## config.mk

```make
export PLATFORM = sky130hd
export DESIGN_NAME = vco_phase_decoder
export DESIGN_NICKNAME = d
export VERILOG_FILES = /design/src/rtl/vco_adc_pkg.sv /design/src/rtl/vco_phase_to_index.sv /design/src/rtl/vco_phase_decoder.sv
export SDC_FILE = /design/constraint.sdc
export NUM_CORES = 1
export LEC_CHECK = 0
export CAP_MARGIN = 20
export CORE_ASPECT_RATIO = 1.2
export CORE_MARGIN = 3
export CORE_UTILIZATION = 60
export CTS_BUF_LIST = sky130_fd_sc_hd__clkbuf_8 sky130_fd_sc_hd__clkbuf_16
export DETAILED_ROUTE_END_ITERATION = 10
export PLACE_DENSITY = 0.84
export SLEW_MARGIN = 20
export SYNTH_ARGS = -nofsm -noshare
export SYNTH_HDL_FRONTEND = slang
export SYNTH_SLANG_ARGS = --single-unit
export TNS_END_PERCENT = 20
```

## constraint.sdc

```tcl
create_clock -name i_clk -period 12.95 [get_ports i_clk]
set_input_delay 2.59 -clock i_clk [delete_from_list [all_inputs] [get_ports i_clk]]
set_output_delay 2.59 -clock i_clk [all_outputs]
set_load 0.03 [all_outputs]
```

## src/rtl/vco_adc_pkg.sv

```systemverilog
// Shared types and default sizing for the VCO ADC digital back end.
package vco_adc_pkg;

    localparam int unsigned PHASE_WIDTH_DEF = 11;
    localparam int unsigned OSR_LOG2_DEF    = 9;
    localparam int unsigned IDX_WIDTH_DEF   = 5;
    localparam int unsigned OUT_WIDTH_DEF   = IDX_WIDTH_DEF + OSR_LOG2_DEF;

    localparam int unsigned PRIME_CYCLES = 3;

    typedef enum logic [1:0] {
        IDLE,
        PRIME,
        RUN
    } state_t;

    function automatic int unsigned RING_STATES(input int unsigned n);
        return 2 * n;
    endfunction

endpackage

```

## src/rtl/vco_phase_to_index.sv

```systemverilog
// Bubble-tolerant popcount decode of a ring phase vector to a state index.
// With VCO_DEC_ERR_EN defined, also flags codes that are not a contiguous ring code.
module vco_phase_to_index
    import vco_adc_pkg::*;
#(
    parameter int unsigned PHASE_WIDTH = PHASE_WIDTH_DEF,
    parameter int unsigned IDX_WIDTH   = IDX_WIDTH_DEF
) (
    input  logic [PHASE_WIDTH-1:0] i_p,
    output logic [IDX_WIDTH-1:0]   o_idx
`ifdef VCO_DEC_ERR_EN
    ,
    output logic                   o_valid
`endif
);

    // When 2N equals 2^IDX_WIDTH this truncates to zero, which is still correct modulo arithmetic.
    localparam logic [IDX_WIDTH-1:0] RING = IDX_WIDTH'(RING_STATES(PHASE_WIDTH));

    logic [IDX_WIDTH-1:0] w_pc;

    always_comb begin
        w_pc = '0;
        for (int unsigned i = 0; i < PHASE_WIDTH; i++) begin
            w_pc = w_pc + IDX_WIDTH'(i_p[i]);
        end
    end

    always_comb begin
        o_idx = w_pc;
        if (!i_p[0]) begin
            o_idx = (w_pc == '0) ? '0 : RING - w_pc;
        end
    end

`ifdef VCO_DEC_ERR_EN
    logic [PHASE_WIDTH-1:0] w_inv;
    logic                   w_ones_low;
    logic                   w_ones_high;

    // x is of the form 0..01..1 exactly when x & (x+1) is zero.
    assign w_inv       = ~i_p;
    assign w_ones_low  = ((i_p & (i_p + PHASE_WIDTH'(1))) == '0);
    assign w_ones_high = ((w_inv & (w_inv + PHASE_WIDTH'(1))) == '0);
    assign o_valid     = w_ones_low | w_ones_high;
`endif

endmodule

```

## src/rtl/vco_phase_decoder.sv

```systemverilog
// VCO ADC back end: phase sync, ring decode, frame accumulation, one-entry result register.
// Define VCO_DEC_ERR_EN to build the saturating invalid-code counter on o_err_cnt.
module vco_phase_decoder
    import vco_adc_pkg::*;
#(
    parameter int unsigned PHASE_WIDTH = PHASE_WIDTH_DEF,
    parameter int unsigned OSR_LOG2    = OSR_LOG2_DEF,
    parameter int unsigned IDX_WIDTH   = IDX_WIDTH_DEF,
    parameter int unsigned OUT_WIDTH   = IDX_WIDTH + OSR_LOG2
) (
    input  logic                   i_clk,
    input  logic                   i_rst,
    input  logic                   i_en,
    input  logic [PHASE_WIDTH-1:0] i_p,
    output logic                   o_enb,
    output logic [OUT_WIDTH-1:0]   o_out_data,
    output logic                   o_out_valid,
    input  logic                   i_out_ready,
    output logic                   o_ovf,
    output logic [7:0]             o_err_cnt
);

    localparam logic [IDX_WIDTH-1:0] RING       = IDX_WIDTH'(RING_STATES(PHASE_WIDTH));
    localparam logic [1:0]           PRIME_LAST = 2'(PRIME_CYCLES - 1);

    state_t                 r_state;
    state_t                 w_state_nxt;
    logic [1:0]             r_prime_cnt;
    logic [PHASE_WIDTH-1:0] r_sync1;
    logic [PHASE_WIDTH-1:0] r_sync2;
    logic [IDX_WIDTH-1:0]   w_idx;
    logic [IDX_WIDTH-1:0]   r_idx_prev;
    logic [IDX_WIDTH-1:0]   w_diff;
    logic [OUT_WIDTH-1:0]   r_acc;
    logic [OUT_WIDTH-1:0]   w_sum;
    logic [OSR_LOG2-1:0]    r_frame_cnt;
    logic                   r_enb;
    logic [OUT_WIDTH-1:0]   r_out_data;
    logic                   r_out_valid;
    logic                   r_ovf;
    logic                   w_start;
    logic                   w_load_prev;
    logic                   w_run_step;
    logic                   w_stop;
    logic                   w_close;
`ifdef VCO_DEC_ERR_EN
    logic                   w_code_ok;
    logic [7:0]             r_err_cnt;
`endif

    always_ff @(posedge i_clk or posedge i_rst) begin
        if (i_rst) begin
            r_sync1 <= '0;
            r_sync2 <= '0;
        end else begin
            r_sync1 <= i_p;
            r_sync2 <= r_sync1;
        end
    end

    vco_phase_to_index #(
        .PHASE_WIDTH(PHASE_WIDTH),
        .IDX_WIDTH  (IDX_WIDTH)
    ) u_phase_to_index (
        .i_p    (r_sync2),
        .o_idx  (w_idx)
`ifdef VCO_DEC_ERR_EN
        ,
        .o_valid(w_code_ok)
`endif
    );

    always_ff @(posedge i_clk or posedge i_rst) begin
        if (i_rst) begin
            r_state     <= IDLE;
            r_prime_cnt <= '0;
            r_enb       <= 1'b1;
        end else begin
            r_state     <= w_state_nxt;
            r_prime_cnt <= (r_state == PRIME) ? r_prime_cnt + 2'd1 : '0;
            r_enb       <= (w_state_nxt == IDLE);
        end
    end

    always_comb begin
        w_state_nxt = r_state;
        w_start     = 1'b0;
        w_load_prev = 1'b0;
        w_run_step  = 1'b0;
        w_stop      = 1'b0;
        unique case (r_state)
            IDLE: begin
                if (i_en) begin
                    w_state_nxt = PRIME;
                    w_start     = 1'b1;
                end
            end
            PRIME: begin
                if (r_prime_cnt == PRIME_LAST) begin
                    w_state_nxt = RUN;
                    w_load_prev = 1'b1;
                end
            end
            RUN: begin
                if (!i_en) begin
                    w_state_nxt = IDLE;
                    w_stop      = 1'b1;
                end else begin
                    w_run_step  = 1'b1;
                end
            end
            default: w_state_nxt = IDLE;
        endcase
    end

    // Modulo-2N difference: add the ring size back when the subtraction wraps.
    always_comb begin
        w_diff = w_idx - r_idx_prev;
        if (w_idx < r_idx_prev) begin
            w_diff = w_diff + RING;
        end
    end

    assign w_sum   = r_acc + OUT_WIDTH'(w_diff);
    assign w_close = w_run_step && (r_frame_cnt == '1);

    always_ff @(posedge i_clk or posedge i_rst) begin
        if (i_rst) begin
            r_idx_prev  <= '0;
            r_acc       <= '0;
            r_frame_cnt <= '0;
        end else begin
            if (w_load_prev || w_run_step) begin
                r_idx_prev <= w_idx;
            end
            if (w_run_step) begin
                r_frame_cnt <= r_frame_cnt + OSR_LOG2'(1);
                r_acc       <= w_close ? '0 : w_sum;
            end else if (w_stop) begin
                r_frame_cnt <= '0;
                r_acc       <= '0;
            end
        end
    end

    always_ff @(posedge i_clk or posedge i_rst) begin
        if (i_rst) begin
            r_out_data  <= '0;
            r_out_valid <= 1'b0;
            r_ovf       <= 1'b0;
        end else begin
            if (w_close) begin
                if (!r_out_valid || i_out_ready) begin
                    r_out_data  <= w_sum;
                    r_out_valid <= 1'b1;
                end else begin
                    r_ovf <= 1'b1;
                end
            end else if (r_out_valid && i_out_ready) begin
                r_out_valid <= 1'b0;
            end
            if (w_start) begin
                r_ovf <= 1'b0;
            end
        end
    end

`ifdef VCO_DEC_ERR_EN
    always_ff @(posedge i_clk or posedge i_rst) begin
        if (i_rst) begin
            r_err_cnt <= '0;
        end else if (w_run_step && !w_code_ok && (r_err_cnt != '1)) begin
            r_err_cnt <= r_err_cnt + 8'd1;
        end
    end
    assign o_err_cnt = r_err_cnt;
`else
    assign o_err_cnt = '0;
`endif

    assign o_enb       = r_enb;
    assign o_out_data  = r_out_data;
    assign o_out_valid = r_out_valid;
    assign o_ovf       = r_ovf;

endmodule
```

# Yosys cells after proc, flatten, opt, wreduce, memory -nomap -nowiden
# Cells that the tools add are included.
[word_totals]
regBits = 71
inputBits = 15
out_inout_bits = 25
[op_classes]
n_lt_le_gt_ge = 1
muxes = 26
addsub = 16
eq_ne = 6
n_reduce_logical = 14
[op_table]
columns = ["cell", "n"]
rows = [
  ["5-bit by 1-bit adder with 5-bit output", 9],
  ["14-bit 2-to-1 mux", 3],
  ["9-bit 2-to-1 mux", 2],
  ["5-bit 2-to-1 mux", 3],
  ["14-bit by 5-bit adder with 14-bit output", 1],
  ["1-bit 2-to-1 mux", 13],
  ["9-bit by 1-bit adder with 9-bit output, second input constant", 1],
  ["9-bit == test, second input constant", 1],
  ["2-bit 2-to-1 mux", 4],
  ["2-bit one-hot mux with 3 select lines", 1],
  ["2-bit AND reduction", 3],
  ["2-bit nonzero test", 3],
  ["5-bit adder, second input constant", 1],
  ["5-bit logical NOT", 1],
  ["5-bit less-than comparator", 1],
  ["5-bit subtractor", 1],
  ["5-bit subtractor, first input constant", 1],
  ["2-bit == test, second input constant", 2],
  ["2-bit logical NOT", 2],
  ["1-bit by 1-bit adder with 2-bit output", 1],
  ["2-bit by 1-bit adder with 2-bit output, second input constant", 1],
  ["2-bit by 1-bit == test with 1-bit output, second input constant", 1],
  ["1-bit logical AND", 2],
  ["1-bit logical OR", 2],
  ["3 further kinds", 3],
]

# Logic depth before layout (Yosys ltp)
[logic_depth]
word_depth = 19
mapped_depth = 26
depth_no_buf = 26

# Hierarchy
# A second synthesis with hierarchy kept.
[unflattened]
cells_unflattened = 342
area_unflattened_um2 = 3603.5
[modules_own_cells]
columns = ["mod", "cells_per_inst", "n_inst", "area_each_um2"]
rows = [
  ["vco_phase_decoder", 299, 1, 3225.6],
  ["vco_phase_to_index", 43, 1, 377.9],
]

# Worst setup path after synthesis
# No wires, ideal clock.
[synth_timing]
path_kind = "flip-flop to flip-flop"
start = "register r_sync2[0]"
end = "register r_acc[8]"
required_ps = 12874
synth_period_minus_slack_ps = 5759
t_arrival_ps = 5682
path_slack_ps = 7191
path_stages_with_launch = 24
path_buffers = 0
cell_sequence = "dfrtp_1 ha_1 inv_1 fa_1 fa_1 fa_1 inv_1 ha_1 fa_1 xor2_1 o21ai_0 nand2_1 ha_1 nor2b_1 o221ai_1 a21oi_1 xor2_1 inv_1 fa_1 nor2b_1 o31a_1 o2111ai_1 or3_1 o21ai_1"
[synth_via]
elab_chain_cells = 19
word_cells_on_any_way = 21
cone_classes = "add/sub (14); order compare (1); mux (5); reduce/logical (1)"
[synth_lines]
columns = ["item", "line", "rtl"]
rows = [
  ["start: declaration", "vco_phase_decoder.sv:30", "logic [PHASE_WIDTH-1:0] r_sync2;"],
  ["start signal: assignment", "vco_phase_decoder.sv:57", "r_sync2 <= r_sync1;"],
  ["1-bit by 1-bit adder with 2-bit output", "vco_phase_to_index.sv:25", "w_pc = w_pc + IDX_WIDTH'(i_p[i]);"],
  ["5-bit by 1-bit adder with 5-bit output (9 in a row)", "vco_phase_to_index.sv:25", ""],
  ["5-bit subtractor or 5-bit logical NOT (tied branches)", "vco_phase_to_index.sv:32", "o_idx = (w_pc == '0) ? '0 : RING - w_pc;"],
  ["5-bit 2-to-1 mux", "vco_phase_to_index.sv:32", ""],
  ["5-bit 2-to-1 mux *", "vco_phase_to_index.sv:31", "if (!i_p[0]) begin"],
  ["via u_phase_to_index.o_idx[1]", "vco_phase_to_index.sv:10", "output logic [IDX_WIDTH-1:0] o_idx"],
  ["5-bit subtractor", "vco_phase_decoder.sv:118", "w_diff = w_idx - r_idx_prev;"],
  ["5-bit adder", "vco_phase_decoder.sv:120", "w_diff = w_diff + RING;"],
  ["5-bit 2-to-1 mux *", "vco_phase_decoder.sv:119", "if (w_idx < r_idx_prev) begin"],
  ["14-bit by 5-bit adder with 14-bit output *", "vco_phase_decoder.sv:124", "assign w_sum = r_acc + OUT_WIDTH'(w_diff);"],
  ["14-bit 2-to-1 mux *", "vco_phase_decoder.sv:138", "r_acc <= w_close ? '0 : w_sum;"],
  ["14-bit 2-to-1 mux *", "vco_phase_decoder.sv:136", "if (w_run_step) begin"],
  ["end signal: assignment", "vco_phase_decoder.sv:138", ""],
  ["end: declaration", "vco_phase_decoder.sv:34", "logic [OUT_WIDTH-1:0] r_acc;"],
]
# Mark *: on every way through the listed nets, which the timed path passes. The rest lies on a longest branch.
# A chain may end at the register's enable or synchronous reset.

# Worst setup path in the final report
# Same ends and word-level chain as after synthesis.

==> flow_summary_export.csv <==
group,metric,value,unit
layout,area_delta_synth_final,15.1,%
drt,vias_per_cell,5.49,
sta,finalHoldViolCount,0,
layout,fillCellCount,414,
sta,min_period,6350,ps
floorplan,design.die.area,6960,um2
critical_path,crit_path_max_fanout,7,
clock_tree,h-tree-depth,3,
synth,synth_warnings,0,
layout,final_util,0.721,
critical_path,cp_slowest_cell,"fa_1",
placement,gp_congestion,0.835,
global_routing,grt_pass1_wl,11700,um
critical_path,crit_top_cell,"fa_1",
synth,synth-main-ff-cell,"dfrtp_1",
job,max_cap_violations,0,
synth,synthArstFlopShare,1.00,
floorplan,ios,40,
critical_path,worstSetupEndpointType,"flip-flop",
drt,wl_per_cell,14.2,um
sta,rsz0062_at_grt,"no",
critical_path,path_delay_family,"adder cells",
drt,via_count,2598,
sta,finalMaxSlewViolations,0,
critical_path,crit_required,13230,ps
synth,synth_area_leaders,"dfrtp_1 (49%), ha_1 (6.6%), fa_1 (4.5%), nand2_1 (4.4%), o21ai_1 (3.9%)",
synth,synth_top_area_cell,"dfrtp_1",
min_path,worstHoldPathType,"flip-flop to flip-flop",
synth,synthCells,354,
sta,finalSetupViolCount,0,
floorplan,die_y,90.8,um
floorplan,fp-row-count,30,
global_routing,grt_overflow_total,0,
clock_tree,cts_resized,0,
clock_tree,cts_tree,"yes",
placement,io_buffers,31,
critical_path,crit_chain,"ha_1, inv_1, fa_1, fa_1, fa_1, inv_1, ha_1, fa_1, nor3_1, nor2b_1, nor3_1, ha_1, or2_1, o221ai_1, a21oi_1, xor2_1, inv_1, fa_1, nor2b_1, o31a_1, o2111ai_1, or3_1, o21ai_1",
sta,max_freq,0.158,GHz
clock_tree,cts_root_buf,"clkbuf_8",
clock_tree,path_clk_slew,80,ps
clock_tree,cts_hold_buf,0,
drt,wl,6730,um
sta,finalCritPeriodShare,0.490,
sta,fin_setup_tns,0,ps
floorplan,die_w,76.7,um
synth,netlist.area_leader.share,0.487,
synth,synth_edf_count,0,
synth,synth_cell_type_count,47,
critical_path,start_kind,"flip-flop",
clock_tree,cts_sinks,71,
layout,nets,430,
global_routing,track_usage,0.213,
run_status,outcome,"complete, no violations",
clock_tree,clockBufferDepth,2,
critical_path,critPathMaxStageDelay,620,ps
clock_tree,cts_buffers,9,
synth,synth-seq-cells,71,
synth,syn_area,3600,um2
critical_path,critPathArrivalTime,6630,ps
drt,antenna_left,0,
sta,final.setup.worst_slack,6600,ps
layout,layout-drive-gt1-share,0.0534,
placement,dp_hpwl,4900,um
drt,remaining_drc_errors,0,
drt,firstDrtPassIters,4,
layout,n_antenna_cell,0,
placement,pre_cts_ws,6660,ps
drt,drt_iter0_markers,171,
clock_tree,clk_latency,350,ps
critical_path,crit_type,"flip-flop to flip-flop",
synth,syn_avg_cell_area,10.2,um2
global_routing,grt_start_max_net_pins,72,
sta,slew_headroom,0.425,
floorplan,coreArea,5740,um2
global_routing,antenna_found_initial,0,
critical_path,critical_path_buf_inv_count,3,
clock_tree,cts_setup_buffers,0,
floorplan,initial_core_util,0.626,
global_routing,grt_pass1_vias,2645,
sta,tightest_slew,862,ps
sta,skew,8.09,ps
synth,synth-seq-area-share,0.494,
sequential cells by signal, summed over array words and instances (netlist names):
| signal | cells |
|---|---|
| o_out_data | 14 |
| r_acc | 14 |
| r_sync1 | 11 |
| r_sync2 | 11 |
| r_frame_cnt | 9 |
| r_idx_prev | 5 |
| r_prime_cnt | 2 |
| r_state | 2 |
| o_enb | 1 |
| o_out_valid | 1 |
| o_ovf | 1 |
worst paths after layout:
check	start	slack [ps]	end	cells after the start
min	r_sync1[6]	350	r_sync2[6]	0
max in group asynchronous	i_rst	9540	r_frame_cnt[1]	3
max reg2reg	r_sync2[0]	6600	r_acc[8]	23
max	r_sync2[0]	6600	r_acc[8]	23
min reg2reg	r_sync1[6]	350	r_sync2[6]	0
min in group asynchronous	i_rst	2850	r_sync1[2]	3
per-stage QoR:
stage,hold WS (ps),area [um2],cells
2_1_floorplan,331,3620,361
3_3_place_gp,332,3950,457
3_5_place_dp,336,3950,457
4_1_cts,355,4140,473
5_1_grt,362,4140,473
6_report,353,4140,473
per-layer routing:
metal  wire [um]  up-vias  global-route usage
met5           0        -                   0
li1            -     1261                   -
met4         129        0              0.0997
met3         327       15              0.0439
met1        2920     1248               0.270
met2        3360       74               0.348
cell type report:
class | instances | area (um2) | area share
clock inverter | 7 | 71.3 | 0.0172
tap | 80 | 100 | 0.0242
multi-input combinational | 238 | 1610 | 0.390
sequential | 71 | 1780 | 0.429
inverter | 36 | 135 | 0.0326
timing repair buffer | 32 | 318 | 0.0768
clock buffer | 9 | 124 | 0.0299
cell usage in the layout (no fill, tap or decap), types with 3 or more instances in the layout:
cell,Yosys,routed
dfrtp_1,70,70
a21o_1,6,6
clkdlybuf4s50_1,0,31
a31oi_1,7,7
xor2_1,10,10
nor2b_1,5,5
clkinvlp_4,0,3
nor3_1,5,5
inv_1,36,35
nand2_1,42,42
clkbuf_8,0,9
ha_1,19,19
a21oi_1,15,15
nand3_1,6,6
xnor2_1,11,11
fa_1,8,8
o21ai_1,28,28
a22o_1,6,6
and3_1,4,4
conb_1,1,8
a211oi_1,3,3
or3_1,5,5
o21ai_0,4,4
nor2_1,15,15
synth_stat cells (all sizes together) (3+ instances only):
library cell,count
a211oi,3
a21o,6
a21oi,15
a22o,6
a31oi,7
and3,4
buf,13
clkbuf,3
dfrtp,70
fa,8
ha,19
inv,36
nand2,42
nand3,6
nor2,16
nor2b,5
nor3,5
o21ai,33
or3,5
xnor2,11
xor2,10
cells by family after synthesis:
kind of cell    Yosys count  synth area share
compound gates           84             0.144
xor+xnor                 21            0.0511
fa+ha+maj                27             0.111
buf+inv                  52            0.0643
flops                    71             0.494
mux                       4            0.0118
other cells               1           0.00104
simple gates             94             0.123
worst register-to-register path, cell delays in order, from the launching register on:
cell	delay [ps]
dfrtp_1	450
ha_1	320
inv_1	70
fa_1	430
fa_1	480
fa_1	490
inv_1	40
ha_1	200
fa_1	620
nor3_1	100
nor2b_1	150
nor3_1	220
ha_1	260
or2_1	140
o221ai_1	100
a21oi_1	340
xor2_1	230
inv_1	90
fa_1	450
nor2b_1	170
o31a_1	260
o2111ai_1	200
or3_1	390
o21ai_1	80
Power is not shown: default switching activity piles up to over one toggle a cycle in this logic, so the estimate is an artifact.
